## config.mk

```make
export PLATFORM = sky130hd
export DESIGN_NAME = bus_dev_fifo
export DESIGN_NICKNAME = d
export VERILOG_FILES = /design/src/rtl/bus_dev_fifo.sv
export SDC_FILE = /design/constraint.sdc
export NUM_CORES = 1
export LEC_CHECK = 0
export ABC_CLOCK_PERIOD_IN_PS = 3450
export CORE_ASPECT_RATIO = 1.2
export CORE_MARGIN = 5
export CORE_UTILIZATION = 23
export CTS_CLUSTER_DIAMETER = 80
export CTS_CLUSTER_SIZE = 14
export DETAILED_ROUTE_END_ITERATION = 6
export GPL_TIMING_DRIVEN = 0
export PLACE_DENSITY_LB_ADDON = 0.12
export SYNTH_ARGS = -nofsm -noshare
export SYNTH_HDL_FRONTEND = slang
export SYNTH_SLANG_ARGS = --single-unit
```

## constraint.sdc

```tcl
create_clock -name clk -period 3.45 [get_ports clk]
set_input_delay 1.035 -clock clk [delete_from_list [all_inputs] [get_ports clk]]
set_output_delay 1.035 -clock clk [all_outputs]
set_load 0.02 [all_outputs]
```

## src/rtl/bus_dev_fifo.sv

```systemverilog
// Bus device port with a TX FIFO (agent -> bus) and an RX FIFO (bus -> monitor).
// Both FIFOs are first-word-fall-through: the head entry is visible on the
// output as soon as it is stored, and the output reads zero while empty.
//
// Ports:
//   clk, reset           single clock, asynchronous active-high reset
//   wr_en, wr_data       agent loads a packet into the TX FIFO
//   tx_full              TX FIFO holds depth entries
//   pndng, D_pop         TX FIFO non-empty flag and head packet, to the bus
//   pop                  bus consumed the TX head
//   push, D_push         bus delivers a packet into the RX FIFO
//   rd_en                monitor removes the RX head
//   rd_data              RX FIFO head packet
//   rx_empty, rx_count   RX FIFO empty flag and occupancy
//   err                  sticky flags: [0] overflow, [1] underflow, [2] misaddressed
module bus_dev_fifo #(
  parameter int unsigned pckg_sz   = 16,
  parameter int unsigned depth     = 8,
  parameter logic [7:0]  id        = 8'h00,
  parameter logic [7:0]  broadcast = 8'hFF
) (
  input  logic                     clk,
  input  logic                     reset,
  input  logic                     wr_en,
  input  logic [pckg_sz-1:0]       wr_data,
  output logic                     tx_full,
  output logic                     pndng,
  output logic [pckg_sz-1:0]       D_pop,
  input  logic                     pop,
  input  logic                     push,
  input  logic [pckg_sz-1:0]       D_push,
  input  logic                     rd_en,
  output logic [pckg_sz-1:0]       rd_data,
  output logic                     rx_empty,
  output logic [$clog2(depth):0]   rx_count,
  output logic [2:0]               err
);

  localparam int unsigned AW = $clog2(depth);
  localparam logic [AW:0] PtrOne = {{AW{1'b0}}, 1'b1};

  // Pointers carry one extra wrap bit so full and empty are distinguishable
  // with all depth entries in use.
  logic [AW:0] tx_wptr_q, tx_wptr_d, tx_rptr_q, tx_rptr_d;
  logic [AW:0] rx_wptr_q, rx_wptr_d, rx_rptr_q, rx_rptr_d;
  logic [2:0]  err_q, err_d;

  logic [pckg_sz-1:0] tx_mem [depth];
  logic [pckg_sz-1:0] rx_mem [depth];

  logic tx_empty, tx_full_int, rx_full;
  logic tx_wr_ok, tx_pop_ok, rx_wr_ok, rx_rd_ok;
  logic ovf, unf, misaddr;
  logic [7:0] dest;

  assign tx_empty    = (tx_wptr_q == tx_rptr_q);
  assign tx_full_int = (tx_wptr_q[AW] != tx_rptr_q[AW]) &&
                       (tx_wptr_q[AW-1:0] == tx_rptr_q[AW-1:0]);
  assign rx_empty    = (rx_wptr_q == rx_rptr_q);
  assign rx_full     = (rx_wptr_q[AW] != rx_rptr_q[AW]) &&
                       (rx_wptr_q[AW-1:0] == rx_rptr_q[AW-1:0]);

  // A write into a full FIFO is accepted only if the head leaves in the same
  // cycle; a pop on an empty FIFO never happens, even alongside a write.
  assign tx_pop_ok = pop & ~tx_empty;
  assign tx_wr_ok  = wr_en & (~tx_full_int | pop);
  assign rx_rd_ok  = rd_en & ~rx_empty;
  assign rx_wr_ok  = push & (~rx_full | rd_en);

  assign dest    = D_push[pckg_sz-1 -: 8];
  assign ovf     = (wr_en & tx_full_int & ~pop) | (push & rx_full & ~rd_en);
  assign unf     = (pop & tx_empty) | (rd_en & rx_empty);
  assign misaddr = push & (dest != id) & (dest != broadcast);

  always_comb begin
    tx_wptr_d = tx_wr_ok  ? tx_wptr_q + PtrOne : tx_wptr_q;
    tx_rptr_d = tx_pop_ok ? tx_rptr_q + PtrOne : tx_rptr_q;
    rx_wptr_d = rx_wr_ok  ? rx_wptr_q + PtrOne : rx_wptr_q;
    rx_rptr_d = rx_rd_ok  ? rx_rptr_q + PtrOne : rx_rptr_q;
    err_d     = err_q | {misaddr, unf, ovf};
  end

  always_ff @(posedge clk or posedge reset) begin
    if (reset) begin
      tx_wptr_q <= '0;
      tx_rptr_q <= '0;
      rx_wptr_q <= '0;
      rx_rptr_q <= '0;
      err_q     <= '0;
    end else begin
      tx_wptr_q <= tx_wptr_d;
      tx_rptr_q <= tx_rptr_d;
      rx_wptr_q <= rx_wptr_d;
      rx_rptr_q <= rx_rptr_d;
      err_q     <= err_d;
    end
  end

  // Storage needs no reset: contents are only observable between the pointers.
  always_ff @(posedge clk) begin
    if (tx_wr_ok && !reset) tx_mem[tx_wptr_q[AW-1:0]] <= wr_data;
    if (rx_wr_ok && !reset) rx_mem[rx_wptr_q[AW-1:0]] <= D_push;
  end

  assign tx_full  = tx_full_int;
  assign pndng    = ~tx_empty;
  assign D_pop    = tx_empty ? '0 : tx_mem[tx_rptr_q[AW-1:0]];
  assign rd_data  = rx_empty ? '0 : rx_mem[rx_rptr_q[AW-1:0]];
  assign rx_count = rx_wptr_q - rx_rptr_q;
  assign err      = err_q;

endmodule

```

Word-level counts from Yosys, hierarchy flattened --
Memory sizes are Yosys's and may differ from the RTL's. Cells that the tools add are included. W data, S select, Z words.
Word-level totals: register bits after elaboration 19, memory bits (writable) 256, output and inout port bits 42, memories kept 2
Memory list:
- rx_mem | depth 8, width 16, rd ports 1, clocked after memory_dff 0, write ports 1, RTL line 49 | logic [pckg_sz-1:0] rx_mem [depth];
- tx_mem | depth 8, width 16, rd ports 1, clocked after memory_dff 0, write ports 1, RTL line 48 | logic [pckg_sz-1:0] tx_mem [depth];
Operators by class: add/subtract/negate cells 5, eq/ne operators 7, muxes and demuxes 6, bitwise logic cells 23, reduce and logical (&&, ||, !) cells 6
Operator list (number):
- $mux W16 | 2
- $add A4 B1 Y4 const B | 4
- $and A1 B1 Y1 | 12
- $eq A4 B4 Y1 | 2
- $ne A8 B8 Y1 const B | 1
- $reduce_bool A8 Y1 | 1
- $eq A3 B3 Y1 | 2
- $not A1 Y1 | 6
- $logic_and A1 B1 Y1 | 4
- $mux W1 | 4
- $or A1 B1 Y1 | 4
- $sub A4 B4 Y4 | 1
- $or A3 B3 Y3 | 1
- $ne A1 B1 Y1 | 2
- $logic_not A1 Y1 | 1

Logic depth before layout (Yosys ltp) --
Gate-level depths: netlist of run 1.
depth after elaboration 8, gate-level depth with buffers 8

Least setup slack after synthesis of run 1 --
Ideal clock, no wire load.
kind in2reg, start input port reset, end memory tx_mem[4][0] (enable), setup time 0.430 ns, arrival time 3.266 ns, required time 3.020 ns, setup slack -0.247 ns, cell stages on the path 3, path buffers 0, cells stage by stage inv_1 nand2_1 nor4_1
On the way: longest elaborated chain between the ends 4
Ends and longest elaborated chain:
- from (decl) | RTL line 23 | input logic reset,
- $logic_not A1 Y1 | RTL line 101 | if (tx_wr_ok && !reset) tx_mem[tx_wptr_q[AW-1:0]] <= wr_data;
- $logic_and A1 B1 Y1 | RTL line 101
- $mux W1 | RTL line 101
- $mux W1 (not written as such) | RTL line 101
- to (decl) | RTL line 48
Every way passes these cells.

Final worst setup path of run 1 --
start register tx_rptr_q[1], end output port D_pop[14]
On the way: longest elaborated chain between the ends 2, elaborated cells on any way between the ends 3
Ends and longest elaborated chain:
- from (decl) | RTL line 44 | logic [AW:0] tx_wptr_q, tx_wptr_d, tx_rptr_q, tx_rptr_d;
- from (signal assigned) | RTL line 92 | tx_rptr_q <= tx_rptr_d;
- $mem_v2 Z8 W16 / $eq A4 B4 Y1 (equally long branches)
- $mux W16 (*) | RTL line 107 | assign D_pop = tx_empty ? '0 : tx_mem[tx_rptr_q[AW-1:0]];
- to (decl) | RTL line 28 | output logic [pckg_sz-1:0] D_pop,
Every way passes the cells marked *; elsewhere a longest branch is shown, timed or not.

==> metrics.md, run 1 <==
| Metric | Value |
|---|---|
| Final ANT Viol Nets | `0` |
| Power Density | `855 nW/µm²` |
| Netlist cell types | `35` |
| Vias in the first global route | `6091` |
| Syn nets | `593` |
| Most common cell in the netlist | `edfxtp_1` |
| Reg2reg start | `rx_rptr_q[2]` |
| Layout net count | `726` |
| Clock Tree Root | `clkbuf_16` |
| Hold Path End | `rx_wptr_q[3]` |
| Worst R2R Path Depth | `8` |
| Max Clock Skew | `0.0108 ns` |
| Max Cap Viol | `0` |
| Die span in y | `248 µm` |
| Crit path max fanout | `10` |
| Rows | `87` |
| Port bufs | `78` |
| Cell total after placement | `1272` |
| Vias per cell | `4.16` |
| I/O pin count | `80` |
| Register area | `8170 µm²` |
| M3 GR Usage | `0.0183` |
| Setup slack, reg-to-reg | `0.58 ns` |
| Post-route DRC violation count | `0` |
| Met1 usage | `0.129` |
| Initial core utilization | `0.232` |
| Die ar. | `51700 µm²` |
| Max H-tree Level | `1` |
| CTS clk-pin slew, worst paths | `0.07 ns` |
| Placed Area | `12800 µm²` |
| WS Path Type | `reg -> out` |
| Seq cells post-synth | `275` |
| DP HPWL | `19400 µm` |
| Post-synthesis cell count | `547` |
| Worst path slowest cell | `dfrtp_1` |
| Setup tns final | `0 ns` |
| Commonest cells post-synth | `256 x edfxtp_1, 64 x mux4_2, 40 x nand2_1` |
| Largest net degree at the start of global routing | `22` |
| Worst vdd ir | `0.000380 V` |
| Met2 Use GR | `0.200` |
| Clock tree buffer depth | `3` |
| Crit-path max cell delay | `0.38 ns` |
| Pre-antenna DRT Iters | `6` |
| Minimum clock period | `3.36 ns` |
| Rel. slew slack | `0.397` |
| Post-synth top area cell | `edfxtp_1` |
| CTS Hold Bufs | `0` |
| Layout area overhead | `26.1%` |
| Clock sink count | `275` |
| Worst min path class | `reg -> reg` |
| Remaining global-route overflow | `0` |
| Min-Delay Path Depth | `1` |
| CTS tree | `done` |
| Initial antenna violation count | `0` |
| Ys flop type | `edfxtp_1` |
| Share of cells above drive strength 1 | `0.317` |
| Required time worst endpoint | `2.41 ns` |
| CP Data Arrival Time | `2.32 ns` |
| Final Hold Viols | `0` |
| Vias | `5472` |
| Post-Layout Cell Count | `1316` |
| Placement Setup Slack | `-2.02 ns` |
| YS warnings | `0` |
| CORE AREA | `46800 µm²` |
| Unrepaired setup endpoints after global routing | `false` |
| DRT iter0 DRCs | `232` |
| Fmax | `298 MHz` |
| Die Wd | `208 µm` |
| Post-synthesis sequential area ratio | `0.752` |
| Total power | `11700 µW` |
| Multi-input gate area | `2640 µm²` |
| Finished layout cell area | `13700 µm²` |
| Hold path start | `rx_wptr_q[3]` |
| Asr flop ratio synth | `0.0691` |
| CP endpoint kind | `primary output` |
| Reg2reg end | `rx_mem[0][10]` |
| Fin crit share | `0.973` |
| First-pass GRT wire length | `41200 µm` |
| Synth area leaders | `edfxtp_1 71%, mux4_2 13%, dfrtp_1 4.4%` |
| Pins Over Slew Limit | `0` |
| Fillers | `4661` |
| Crit-path cells | `buf_6, buf_2, mux4_2, mux2i_1, nor2_1, clkdlybuf4s15_2` |
| Final WS setup | `0.0922 ns` |
| Total track usage | `0.107` |
| WL/cell | `21.1 µm` |
| Netlist Area Pre-Place | `10900 µm²` |
| Pleak | `0.00446 µW` |
| Status | `finished, final reports clean` |
| Setup-failing EPs final | `0` |
| Synthesized area per cell | `19.8 µm²` |
| Placer Congestion | `0.668` |
| GRT busiest layer | `met2` |
| Post-Route WL | `27800 µm` |
| CTS buffer count | `24` |
| EDFF count, synth | `256` |
| Startpoint Class | `flip-flop` |
| Worst slew pin tran | `0.900 ns` |
| Clk Latency, worst-skew pair | `0.52 ns` |
| Top-area cell type share of the netlist area | `0.708` |
[placed cells by master, fill, tap and decap left out, types with 3 or more instances in the layout]
cell type / n
edfxtp_1: 256
mux4_2: 64
nand2_1: 40
clkdlybuf4s50_1: 40
clkbuf_16: 26
buf_4: 22
nor2_1: 20
buf_2: 20
mux2i_1: 16
dfrtp_1: 15
clkdlybuf4s15_2: 14
a21oi_1: 14
xnor2_1: 13
buf_8: 12
buf_6: 12
clkbuf_1: 10
nor2_2: 7
xor2_1: 6
ha_1: 6
nand4_1: 5
inv_1: 5
buf_12: 5
nor3_2: 5
nand3_1: 4
nand2b_1: 4
a21oi_2: 4
dfrtp_2: 4
diode_2: 3
mux2_2: 3
clkbuf_2: 3
nor4_2: 3
[sequential cells by signal (all words and copies together) (netlist names)]
| register | cells |
|---|---|
| tx_mem | 128 |
| rx_rptr_q | 4 |
| tx_wptr_q | 4 |
| tx_rptr_q | 4 |
| rx_wptr_q | 4 |
| err | 3 |
| rx_mem | 128 |
[critical path, delay by kind of cell (launching register included)]
family,cells,cell delay (ns)
simple gates,1,0.08
flops,1,0.38
buf+inv,3,0.77
mux,2,0.58
[routing by layer]
metal / share of wire / wire length, µm
met4: 0.018 / 495
met1: 0.40 / 11200
met3: 0.038 / 1060
met2: 0.54 / 15000
met5: 0 / 0
[power breakdown]
| part | switching (µW) | total (µW) | internal [µW] |
|---|---|---|---|
| combinational | 2700 | 4910 | 2210 |
| sequential | 212 | 4210 | 4000 |
| clock | 1170 | 2570 | 1400 |
| total | 4090 | 11700 | 7610 |
[cells by family after synthesis]
logic type      after synthesis  share of synthesized area
xor+xnor                     19                     0.0153
compound gates               26                     0.0150
buf+inv                      37                     0.0153
fa+ha+maj                     8                    0.00991
flops                       275                      0.752
simple gates                 98                     0.0403
mux                          84                      0.152
[timing repair]
| item | in CTS | in global routing |
|---|---|---|
| resized for setup | 192 | 21 |
| setup endpoints to repair | 198 | 30 |
| pin swaps | 2 | 2 |
| setup buffers | 6 | 3 |
| hold endpoints to repair | 0 | 0 |
[how the worst max path moves through the flow]
stage,endpoint,startpoint,depth (start not counted)
after floorplan,tx_mem[1][0],pop,3
after global routing,D_pop[2],tx_rptr_q[2],7
after CTS,D_pop[4],tx_rptr_q[0],7
after detailed placement,rd_data[9],rx_rptr_q[2],9
after global placement,rx_mem[4][13],rx_rptr_q[2],8
final,D_pop[14],tx_rptr_q[1],6
[metrics by stage]
step / hold slack [ns] / util
6_report: 0.491 / 0.292
5_1_grt: 0.505 / 0.292
4_1_cts: 0.493 / 0.291
3_5_place_dp: 0.476 / 0.273
3_3_place_gp: 0.472 / 0.265
2_1_floorplan: 0.462 / -
[final cells by class]
type	instances	area share
clock buffer	33	0.0479
antenna	3	0.000549
clock inverter	3	0.00347
inverter	9	0.00347
tap	623	0.0570
timing repair buffer	111	0.0769
multi-input combinational	235	0.193
sequential	275	0.597
buffer	24	0.0214
Power figures use the tool's default switching activity.
==> run 2: changes to the inputs <==
--- a/config.mk
+++ b/config.mk
@@ -12,7 +12,7 @@
 export CTS_CLUSTER_DIAMETER = 80
 export CTS_CLUSTER_SIZE = 14
 export DETAILED_ROUTE_END_ITERATION = 6
-export GPL_TIMING_DRIVEN = 0
+export GPL_TIMING_DRIVEN = 1
 export PLACE_DENSITY_LB_ADDON = 0.12
 export SYNTH_ARGS = -nofsm -noshare
 export SYNTH_HDL_FRONTEND = slang
==> metrics.md, run 2 (synthesis gave the netlist of run 1 again) <==
| Metric | Value |
|---|---|
| Vias per cell | `4.16` |
| Rel. slew slack | `0.699` |
| First-pass GRT wire length | `40700 µm` |
| Worst slew pin tran | `0.449 ns` |
| Total track usage | `0.105` |
| WL/cell | `21.1 µm` |
| CP Data Arrival Time | `2.30 ns` |
| CTS buffer count | `23` |
| Buf/Inv on CP | `2` |
| Pleak | `0.00444 µW` |
| Fillers | `4697` |
| Switch share | `0.349` |
| Max Cap Viol | `0` |
| Setup-failing EPs final | `0` |
| P_int | `7420 µW` |
| Port bufs | `79` |
| Die ar. | `51700 µm²` |
| Setup slack, reg-to-reg | `0.92 ns` |
| Reg2reg end | `tx_mem[7][3]` |
| Hold Path End | `tx_rptr_q[3]` |
| Total power | `11400 µW` |
| CORE AREA | `46800 µm²` |
| Minimum clock period | `3.33 ns` |
| Critical Path Start | `tx_rptr_q[0]` |
| Layout net count | `723` |
| CP endpoint kind | `primary output` |
| Worst vdd ir | `0.000378 V` |
| CTS clk-pin slew, worst paths | `0.07 ns` |
| Die span in y | `248 µm` |
| Crit-path max cell delay | `0.54 ns` |
| Clock Power Share | `0.207` |
| Sw power | `3980 µW` |
| Die Wd | `208 µm` |
| DRT iter0 DRCs | `269` |
| Crit-path cells | `buf_12, mux4_2, mux2i_4, nor2_1, dlygate4sd2_1` |
| Required time worst endpoint | `2.41 ns` |
| Final ANT Viol Nets | `0` |
| Finished layout cell area | `13600 µm²` |
| Ant diodes | `0` |
| Status | `finished, final reports clean` |
| Clock Tree Root | `clkbuf_16` |
| Crit path max fanout | `13` |
| I/O pin count | `80` |
| Initial antenna violation count | `0` |
| Min-Delay Path Depth | `1` |
| Worst min path class | `reg -> reg` |
| Pins Over Slew Limit | `0` |
| Multi-input gate area | `2620 µm²` |
| Rows | `87` |
| Worst path slowest cell | `mux4_2` |
| Placed Area | `12800 µm²` |
| DP HPWL | `16100 µm` |
| Fmax | `300 MHz` |
| Worst R2R Path Depth | `6` |
| Pre-antenna DRT Iters | `4` |
| Share of cells above drive strength 1 | `0.277` |
| Max Clock Skew | `0.00690 ns` |
| Hold path start | `tx_rptr_q[3]` |
| Number of cells on the critical path | `5` |
| Placer Congestion | `0.659` |
| Startpoint Class | `flip-flop` |
| Power Density | `840 nW/µm²` |
| Vias in the first global route | `6018` |
| Logic pwr share | `0.427` |
| Clock sink count | `275` |
| Final Hold Viols | `0` |
| Fin crit share | `0.966` |
| Max H-tree Level | `1` |
| Post-route DRC violation count | `0` |
| Clock tree buffer depth | `3` |
| Clk Latency, worst-skew pair | `0.52 ns` |
| Unrepaired setup endpoints after global routing | `true` |
| Largest net degree at the start of global routing | `36` |
| Final hold slack | `0.495 ns` |
| Most frequent cells in the layout | `256 x edfxtp_1, 64 x mux4_2, 41 x clkdlybuf4s50_1, 40 x nand2_1, 35 x buf_4` |
| Layout area overhead | `25.0%` |
| Commonest non-fill, non-tap cell in the layout | `edfxtp_1` |
| CTS tree | `done` |
| Register area | `8170 µm²` |
| Remaining global-route overflow | `0` |
| Reg2reg start | `tx_rptr_q[0]` |
| WS Path Type | `reg -> out` |
| Cell family with most CP delay | `multiplexers` |
| Vias | `5443` |
| Post-Route WL | `27600 µm` |
| Initial core utilization | `0.232` |
| Part of the power in registers | `0.366` |
| Final core utilization | `0.290` |
-- run 2: final cells by class --
| type | count | area share |
|---|---|---|
| clock buffers | 31 | 0.0446 |
| clock inverters | 3 | 0.00129 |
| inverters | 9 | 0.00258 |
| multi-input cells | 235 | 0.193 |
| flip-flops and latches | 275 | 0.602 |
| well taps | 623 | 0.0574 |
| repair buffers | 133 | 0.0989 |
-- run 2: how the worst max path moves through the flow --
stage                         to  slack, ns
finish                  D_pop[4]       0.12
CTS                  rd_data[14]      -0.03
floorplan           tx_mem[1][0]      -0.08
global placement     rd_data[14]       0.21
detailed placement   rd_data[14]       0.15
global route            D_pop[4]      -0.02
-- run 2: worst reg2reg max path: stages (launching register included) --
cell,delay (ns)
dfrtp_4,0.54
xor2_1,0.20
or4_1,0.58
buf_4,0.19
o21ai_4,0.37
nor3_2,0.10
buf_4,0.26
-- run 2: per-stage QoR --
stage | setup TNS [ns] | std cells | worst slack (ns)
finish | 0 | 1309 | 0.118
global route | -0.0158 | 1309 | -0.0158
CTS | -0.0317 | 1303 | -0.0317
detailed placement | 0 | 1262 | 0.147
global placement | 0 | 1262 | 0.214
floorplan | -3.95 | 547 | -0.0823
-- run 2: power by group through the flow --
stage	Combinational [µW]	Clock [µW]	Sequential, µW
finish	4870	2350	4170
global route	5320	2600	4200
CTS	5010	2470	4180
detailed placement	5100	0	4260
global placement	5080	0	4240
floorplan	2880	0	4200
-- run 2: repair_timing --
| action | CTS | global route |
|---|---|---|
| resized for setup | 61 | 33 |
| setup endpoints to repair | 38 | 24 |
| pin swaps | 1 | 1 |
| buffers inserted | 6 | 5 |
| hold buffers | 0 | 0 |
| cloned | 1 | 1 |
-- run 2: metal layers --
layer | track usage | share of wire
met2 | 0.199 | 0.54
met3 | 0.0183 | 0.032
met1 | 0.125 | 0.41
met4 | 0.0253 | 0.018
met5 | 0 | 0
==> run 3: changes to the inputs <==
--- a/config.mk
+++ b/config.mk
@@ -5,7 +5,7 @@
 export SDC_FILE = /design/constraint.sdc
 export NUM_CORES = 1
 export LEC_CHECK = 0
-export ABC_CLOCK_PERIOD_IN_PS = 3450
+export ABC_CLOCK_PERIOD_IN_PS = 2900
 export CORE_ASPECT_RATIO = 1.2
 export CORE_MARGIN = 5
 export CORE_UTILIZATION = 23
@@ -13,7 +13,7 @@
 export CTS_CLUSTER_SIZE = 14
 export DETAILED_ROUTE_END_ITERATION = 6
 export GPL_TIMING_DRIVEN = 1
-export PLACE_DENSITY_LB_ADDON = 0.12
+export PLACE_DENSITY = 0.46
 export SYNTH_ARGS = -nofsm -noshare
 export SYNTH_HDL_FRONTEND = slang
 export SYNTH_SLANG_ARGS = --single-unit
==> constraint.sdc (replaced) <==
create_clock -name clk -period 2.9 [get_ports clk]
set_input_delay 0.87 -clock clk [delete_from_list [all_inputs] [get_ports clk]]
set_output_delay 0.87 -clock clk [all_outputs]
set_load 0.02 [all_outputs]
==> metrics.md, run 3 (synthesis gave the netlist of run 1 again) <==
| Metric | Value |
|---|---|
| Status | `finished, violations left` |
| Failing checks | `setup timing` |
| Final WS setup | `-0.201 ns` |
| Worst slew pin tran | `0.443 ns` |
| WS Path Type | `reg -> out` |
| Initial antenna violation count | `0` |
| Cell total after placement | `1291` |
| Final core utilization | `0.310` |
| Post-Layout Cell Count | `1358` |
| Clock sink count | `275` |
| Required time worst endpoint | `2.03 ns` |
| Total power | `15200 µW` |
| CTS tree | `done` |
| Clock tree buffer depth | `3` |
| Placer Congestion | `0.697` |
| CTS buffer count | `24` |
| Setup slack, reg-to-reg | `0.43 ns` |
| Die span in y | `248 µm` |
| Ant diodes | `0` |
| Remaining global-route overflow | `0` |
| CTS Hold Bufs | `0` |
| Port bufs | `79` |
| Initial core utilization | `0.232` |
| Clock Tree Root | `clkbuf_16` |
| Largest net degree at the start of global routing | `21` |
| Setup-failing EPs final | `24` |
| Worst vdd ir | `0.000622 V` |
| Worst min path class | `reg -> reg` |
| Max Cap Viol | `0` |
| Commonest non-fill, non-tap cell in the layout | `edfxtp_1` |
| Pre-antenna DRT Iters | `6` |
| Fin crit share | `1.07` |
| Vias per cell | `4.15` |
| Pleak | `0.00480 µW` |
| Vias in the first global route | `6179` |
| Post-route DRC violation count | `0` |
| Placed Area | `13200 µm²` |
| Final Hold Viols | `0` |
| CP endpoint kind | `primary output` |
| First-pass GRT wire length | `40100 µm` |
| CTS clk-pin slew, worst paths | `0.07 ns` |
| Max Clock Skew | `0.0139 ns` |
| CP Data Arrival Time | `2.23 ns` |
| Crit path max fanout | `8` |
| Vias | `5638` |
| Post-Route WL | `26600 µm` |
| Die Wd | `208 µm` |
| Clk Latency, worst-skew pair | `0.52 ns` |
| DP HPWL | `16400 µm` |
| Startpoint Class | `flip-flop` |
| Unrepaired setup endpoints after global routing | `true` |
| Rel. slew slack | `0.703` |
| Share of cells above drive strength 1 | `0.405` |
| Most frequent cells in the layout | `256 x edfxtp_1, 64 x mux4_2, 54 x buf_4, 40 x clkdlybuf4s50_1, 35 x buf_6` |
| Total track usage | `0.101` |
| Final ANT Viol Nets | `0` |
| I/O pin count | `80` |
| WL/cell | `19.6 µm` |
| Power Density | `1050 nW/µm²` |
| Max H-tree Level | `1` |
| DRT iter0 DRCs | `278` |
| Pins Over Slew Limit | `0` |
| Rows | `87` |
| Layout area overhead | `33.5%` |
| Minimum clock period | `3.10 ns` |
| Finished layout cell area | `14500 µm²` |
| Setup tns final | `-2.64 ns` |
| CORE AREA | `46800 µm²` |
| Fmax | `322 MHz` |
| Die ar. | `51700 µm²` |
| Layout net count | `763` |
-- run 3: changes by cell type in the layout (fill, tap and decap cells not counted), moves of 13 or more --
cell,previous run,this run
buf_12,16,30
clkbuf_2,14,0
buf_6,1,35
a21oi_1,14,1
nand2_2,0,20
nand2_1,40,20
dlygate4sd2_1,17,1
buf_4,35,54
-- run 3: critical path: stages (launching register included) --
cell and delay, ns:
dfrtp_4 0.56, buf_12 0.18, buf_6 0.10, mux4_2 0.48, mux2i_1 0.15, nor2_1 0.07
buf_4 0.16
-- run 3: worst paths after layout --
check / to / start / cells after the start
worst max-delay path: D_pop[2] / tx_rptr_q[0] / 6
worst min-delay path: err[2] / err[2] / 1
worst max register to register: tx_mem[0][9] / tx_rptr_q[0] / 7
worst min register to register: err[2] / err[2] / 1
max in group asynchronous: rx_rptr_q[0] / reset / 3
min in group asynchronous: tx_rptr_q[0] / reset / 2
-- run 3: what timing repair did --
action                     4_1_cts  5_1_grt
gates cloned                     4        0
pin swaps                        8       22
gates resized for setup        216       74
buffers inserted                19        6
setup endpoints to repair       39       37
-- run 3: metrics by stage --
step / worst slack [ns] / hold slack (ns)
2_1_floorplan: -0.467 / 0.462
3_3_place_gp: -0.0219 / 0.476
3_5_place_dp: -0.0278 / 0.479
4_1_cts: -0.287 / 0.495
5_1_grt: -0.330 / 0.505
6_report: -0.201 / 0.493
-- run 3: layout make-up --
| type | count | area, µm² |
|---|---|---|
| Fill cell | 4612 | 32300 |
| Sequential cell | 275 | 8170 |
| Multi-Input combinational cell | 235 | 2840 |
| Timing Repair Buffer | 172 | 1930 |
| Tap cell | 623 | 779 |
| Clock buffer | 42 | 699 |
| Inverter | 9 | 41.3 |
| Clock inverter | 2 | 25.0 |
-- run 3: report_power, final --
group	internal (µW)	switching [µW]
clock network	1640	1390
registers	4760	202
logic	3600	3630
total	10000	5220
-- run 3: layer usage --
layer / share of wire / vias up / track usage
met5: 0 / - / 0
li1: - / 2525 / -
met2: 0.51 / 108 / 0.180
met3: 0.030 / 24 / 0.0163
met4: 0.017 / 0 / 0.0187
met1: 0.44 / 2981 / 0.133
